===== src/rtl/aes_gather_pkg.sv =====
// Shared types and constants for the AES256 gather-buffer arbiter.
package aes_gather_pkg;

    localparam int NIN        = 4;                // bytes per input word
    localparam int NOUT       = 16;               // bytes per output block
    localparam int KEY_BLOCKS = 2;                // blocks per key transaction
    localparam int NWORDS     = NOUT / NIN;       // words per block
    localparam int WIDX_W     = $clog2(NWORDS);
    localparam int BCNT_W     = (KEY_BLOCKS > 1) ? $clog2(KEY_BLOCKS) : 1;

    typedef logic [NIN-1:0][7:0]  word_t;
    typedef logic [NOUT-1:0][7:0] block_t;

    typedef enum logic [1:0] {IDLE, GATHER, HOLD} state_t;
    typedef enum logic {GR_KEY, GR_DATA} grant_t;

    localparam logic [1:0] TAG_DATA   = 2'b00;
    localparam logic [1:0] TAG_KEY_LO = 2'b01;
    localparam logic [1:0] TAG_KEY_HI = 2'b10;

endpackage


===== src/rtl/mod_gather_arb_gather_buf.sv =====
// Word-indexed byte buffer: each write lands one input word at byte offset NIN*widx.
module gather_buf
    import aes_gather_pkg::*;
(
    input  logic              clk,
    input  logic              reset,
    input  logic              clr,
    input  logic              wr_en,
    input  logic [WIDX_W-1:0] widx,
    input  word_t             wdata,
    output block_t            buf_q,
    output block_t            buf_next
);

    // Merge the incoming word into the current buffer contents.
    always_comb begin
        // NOTE: default assignment first so every path drives buf_next and no latch is inferred.
        buf_next = buf_q;
        for (int w = 0; w < NWORDS; w++) begin
            for (int b = 0; b < NIN; b++) begin
                if (wr_en && widx == WIDX_W'(w)) begin
                    buf_next[NIN*w+b] = wdata[b];
                end
            end
        end
    end

    // Buffer storage; cleared so an aborted partial block never leaks into a later one.
    always_ff @(posedge clk) begin
        // NOTE: the buffer is tiny, so it is reset explicitly rather than left undefined.
        if (reset || clr) begin
            buf_q <= '0;
        end else begin
            buf_q <= buf_next;
        end
    end

endmodule


===== src/rtl/mod_gather_arb.sv =====
// Two-requester arbiter and sequencer feeding 128-bit blocks to the AES256 core.
module mod_gather_arb
    import aes_gather_pkg::*;
(
    input  logic       clk,
    input  logic       reset,
    input  logic       flush,
    input  logic       key_valid,
    output logic       key_ready,
    input  word_t      key_i,
    input  logic       dat_valid,
    output logic       dat_ready,
    input  word_t      dat_i,
    output block_t     o,
    output logic       o_valid,
    input  logic       o_ready,
    output logic [1:0] o_tag,
    output logic       busy
);

    state_t              state_q, state_d;
    grant_t              grant_q, grant_d;
    grant_t              last_grant_q, last_grant_d;
    logic [WIDX_W-1:0]   wcnt_q, wcnt_d;
    logic [BCNT_W-1:0]   bcnt_q, bcnt_d;
    logic [1:0]          tag_q, tag_d;
    block_t              o_q;
    block_t              buf_q, buf_next;
    word_t               word_in;
    logic                hs;
    logic                load_o;

    assign key_ready = (state_q == GATHER) && (grant_q == GR_KEY);
    assign dat_ready = (state_q == GATHER) && (grant_q == GR_DATA);
    assign hs        = (grant_q == GR_KEY) ? (key_valid && key_ready) : (dat_valid && dat_ready);
    assign word_in   = (grant_q == GR_KEY) ? key_i : dat_i;
    assign o         = o_q;
    assign o_tag     = tag_q;
    assign o_valid   = (state_q == HOLD);
    assign busy      = (state_q != IDLE);

    // Handshakes that coincide with flush are dropped along with the partial block.
    gather_buf u_buf (
        .clk      (clk),
        .reset    (reset),
        .clr      (flush),
        .wr_en    (hs && !flush),
        .widx     (wcnt_q),
        .wdata    (word_in),
        .buf_q    (buf_q),
        .buf_next (buf_next)
    );

    // Next-state, round-robin grant and counter logic.
    always_comb begin
        state_d      = state_q;
        grant_d      = grant_q;
        last_grant_d = last_grant_q;
        wcnt_d       = wcnt_q;
        bcnt_d       = bcnt_q;
        tag_d        = tag_q;
        load_o       = 1'b0;
        case (state_q)
            IDLE: begin
                if (key_valid || dat_valid) begin
                    if (key_valid && dat_valid) begin
                        grant_d = (last_grant_q == GR_DATA) ? GR_KEY : GR_DATA;
                    end else begin
                        grant_d = key_valid ? GR_KEY : GR_DATA;
                    end
                    last_grant_d = grant_d;
                    state_d      = GATHER;
                end
            end
            GATHER: begin
                if (hs) begin
                    wcnt_d = wcnt_q + 1'b1;
                    if (wcnt_q == WIDX_W'(NWORDS-1)) begin
                        load_o  = 1'b1;
                        state_d = HOLD;
                        if (grant_q == GR_DATA) begin
                            tag_d = TAG_DATA;
                        end else begin
                            tag_d = (bcnt_q == '0) ? TAG_KEY_LO : TAG_KEY_HI;
                        end
                    end
                end
            end
            HOLD: begin
                if (o_ready) begin
                    if (grant_q == GR_KEY && bcnt_q < BCNT_W'(KEY_BLOCKS-1)) begin
                        bcnt_d  = bcnt_q + 1'b1;
                        tag_d   = TAG_KEY_HI;
                        state_d = GATHER;
                    end else begin
                        bcnt_d  = '0;
                        state_d = IDLE;
                    end
                end
            end
            default: state_d = IDLE;
        endcase
    end

    // FSM state register; flush aborts to IDLE, reset takes priority.
    always_ff @(posedge clk) begin
        // NOTE: sequential state uses non-blocking assignments so all registers update together.
        if (reset) begin
            state_q <= IDLE;
        end else if (flush) begin
            state_q <= IDLE;
        end else begin
            state_q <= state_d;
        end
    end

    // Grant, counters, tag and output block registers.
    always_ff @(posedge clk) begin
        if (reset) begin
            grant_q      <= GR_DATA;
            last_grant_q <= GR_DATA;
            wcnt_q       <= '0;
            bcnt_q       <= '0;
            tag_q        <= TAG_DATA;
            o_q          <= '0;
        end else if (flush) begin
            wcnt_q       <= '0;
            bcnt_q       <= '0;
        end else begin
            grant_q      <= grant_d;
            last_grant_q <= last_grant_d;
            wcnt_q       <= wcnt_d;
            bcnt_q       <= bcnt_d;
            tag_q        <= tag_d;
            if (load_o) begin
                o_q <= buf_next;
            end
        end
    end

endmodule


===== config.mk =====
export PLATFORM = sky130hd
export DESIGN_NAME = mod_gather_arb
export DESIGN_NICKNAME = d
export VERILOG_FILES = /design/src/rtl/aes_gather_pkg.sv /design/src/rtl/mod_gather_arb_gather_buf.sv /design/src/rtl/mod_gather_arb.sv
export SDC_FILE = /design/constraint.sdc
export NUM_CORES = 1
export LEC_CHECK = 0
export CORE_UTILIZATION = 28
export CTS_CLUSTER_SIZE = 14
export DETAILED_ROUTE_END_ITERATION = 8
export PLACE_DENSITY = 0.57
export SLEW_MARGIN = 30
export SYNTH_ARGS = -nofsm -noshare
export SYNTH_HDL_FRONTEND = slang
export SYNTH_SLANG_ARGS = --single-unit

===== constraint.sdc =====
create_clock -name clk -period 2.1 [get_ports clk]
set_input_delay 0.42 -clock clk [delete_from_list [all_inputs] [get_ports clk]]
set_output_delay 0.42 -clock clk [all_outputs]
set_load 0.01 [all_outputs]

==> impl_metrics.tcl <==
set metrics [dict create \
    grt_pass1_vias 6726 \
    power_per_cell_area_nw_per_um2 787 \
    hold_class "in2reg" \
    htree_levels 1 \
    yosysSeqAreaShare_pct 52.4 \
    die_w_um 180 \
    area_delta_synth_final_pct 41.1 \
    buffer_ports.inserted 203 \
    critical-path-slowest-cell "dfxtp_2" \
    setup_viol 0 \
    grt_use_met1_pct 21.4 \
    fin_area_sq_um 12500 \
    vdd_drop_max_mv 0.444 \
    yosysUniqueCellTypes 33 \
    fin_nets 1142 \
    status "finished with violations" \
    wire_per_inst_um 17.6 \
    cp.arrival_ns 1.50 \
    grt_pass1_wl_um 40500 \
    coreArea_sq_um 30900 \
    routed_wl_um 26100 \
    diodes 0 \
    yosys_warnings 0 \
    critPathCaptureType "output port" \
    worst_clock_skew_ns 0.0132 \
    die_area_sq_um 32400 \
    period_share_pct 91.5 \
    max_freq_mhz 520 \
    worst_pin_slew_ns 0.481 \
    cts_num_sinks 232 \
    clk_latency_ns 0.52 \
    cp.required_ns 1.68 \
    max_stage_delay_ns 0.37 \
    syn-cell-area_sq_um 8870 \
    cts_buffers 26 \
    hold_viol 0 \
    antenna_found_initial 0 \
    grtUsageTotal_pct 16.0 \
    drv_slew 0 \
    syn_area_per_cell_sq_um 10.2 \
    placementRows 64 \
    max_cap_violations 0 \
    grt_max_degree 50 \
    dr.pass1.iters 6 \
    cts_tree "yes" \
    vias 6817 \
    critPathLaunchType "register" \
    place_ws_ns -0.0822 \
    worstPathCellList "buf_8 -> inv_2 -> and2_1 -> dlygate4sd2_1" \
    path_class "reg2out" \
    overflow 0 \
    first_iter_violations 357 \
    slew-limit-headroom_pct 68.0 \
    place.gp.congestion 0.757 \
    synthesis.nets 942 \
    critPathMaxFanout 9 \
    clk_pin_slew_worst_paths_ns 0.06 \
    min_period_ns 1.92 \
    drc_errors 10 \
    drive_gt1_share_pct 15.3 \
    rsz0062_at_grt "no" \
    start_util_pct 28.7 \
    die_h_um 180 \
    clockRootBuffer "clkbuf_16" \
    violations "DRC" \
    ys_ff_latch 232 \
    io_pins 204 \
    dp_hpwl_um 18200 \
    busiest_layer "met2" \
    dpl_cell_area_sq_um 11600 \
    gr-usage-met3_pct 3.63 \
    p_leak_nw 5.07 \
    cts_buffer_depth 3 \
    ant_nets 0 \
    routed_via_density 4.59 \
    setup_slack_ns 0.179 \
    grt_use_met2_pct 26.0 \
    synthCells 868 \
]
-- Yosys cell counts (all sizes together) --
cell	n	share of area, %
nor2b	2	0.14
mux2	33	4.2
a21boi	1	0.085
nand2b	1	0.16
nor3	33	1.9
o21a	1	0.085
nand2	6	0.25
clkbuf	41	1.8
nand3	2	0.11
inv	4	0.17
or2	2	0.14
a211o	1	0.099
a21oi	10	0.56
a311o	1	0.11
nor2	165	7.0
xnor2	1	0.099
buf	30	3.0
o21ai	97	7.2
and2	3	0.21
dfxtp	232	52
nand4b	4	0.61
a211oi	1	0.085
and4b	1	0.11
ha	4	0.56
nand3b	96	8.1
mux2i	96	11
-- path summary, 6_finish.rpt --
kind / start / to / slack, ns / cells after the start
max: last_grant_q$_SDFFE_PP1P_ / key_ready / 0.18 / 4
min: reset / o_tag[0]$_SDFFE_PP0P_ / 0.30 / 2
max reg2reg: state_q[0]$_SDFFE_PP0P_ / o[118]$_SDFFE_PP0P_ / 0.36 / 7
min reg2reg: o_tag[1]$_SDFFE_PP0P_ / o_tag[1]$_SDFFE_PP0P_ / 0.47 / 1
-- stage by stage --
step	power (mW)	hold slack, ns	util, %	instances	setup TNS, ns
final	9.85	0.300	40.5	1484	0
after global routing	10.2	0.317	40.5	1484	0
after CTS	10.0	0.290	40.5	1484	0
after detailed placement	5.08	0.454	37.4	1435	-4.82
after global placement	5.08	0.457	37.4	1435	-2.04
after floorplan	4.77	0.450	-	868	0
-- power breakdown --
group / total (mW) / internal (mW) / switching, mW
logic: 0.564 / 0.276 / 0.287
registers: 4.41 / 4.41 / 0.00499
clock network: 4.87 / 3.07 / 1.80
total: 9.85 / 7.76 / 2.09
-- timing repair --
action                     CTS  global route
hold buffers                 0             0
setup buffers                1             0
gates resized for setup     11             0
setup endpoints to repair    4             0
-- critical path: cells and delay by family, from the launching register on --
kind / cells / cell delay, ns
AND/OR/NAND/NOR: 1 / 0.12
buffers and inverters: 3 / 0.49
flip-flops: 1 / 0.37
-- area by class of cell --
cell class                 instances  area [sq um]
timing repair buffer             243          2590
clock buffer                      44           840
fill                            3014         18400
sequential                       232          4650
inverter                           4          15.0
clock inverter                     4          97.6
multi-input combinational        561          3820
tap                              396           495
-- sequential cells by signal, summed over array words and instances (netlist names) --
signal	count
last_grant_q	1
wcnt_q	2
u_buf.buf_q	96
o	128
state_q	2
bcnt_q	1
o_tag	2
-- placed cells by master (no fill, tap or decap), drive strengths merged, types with 2 or more instances in the layout --
cell / instances
clkbuf: 44
a21oi: 10
nor2: 165
clkdlybuf4s50: 198
mux2i: 96
nor3: 33
nor2b: 2
or2: 2
ha: 4
dlygate4sd2: 4
nand4b: 4
nand2: 6
and2: 3
dfxtp: 232
bufinv: 3
buf: 41
inv: 4
mux2: 33
o21ai: 97
nand3: 2
nand3b: 96
-- logic make-up (layout without fill, tap and decap cells) --
group / count (synthesis) / count (layout) / synth area share, %
and+or+nand+nor: 315 / 315 / 18.7
muxes: 129 / 129 / 15.1
AOI/OAI and AO/OA: 112 / 112 / 8.20
adders and majority gates: 4 / 4 / 0.564
DFF: 232 / 232 / 52.4
xor gates and xnor gates: 1 / 1 / 0.0988
buffers and inverters: 75 / 295 / 4.98
-- layer usage --
metal / up-vias / wire length [um]
li1: 3390 / -
met1: 3257 / 12300
met2: 143 / 11900
met3: 27 / 1380
met4: 0 / 431
met5: - / 0
No activity file was read; power rests on OpenSTA's default activity.
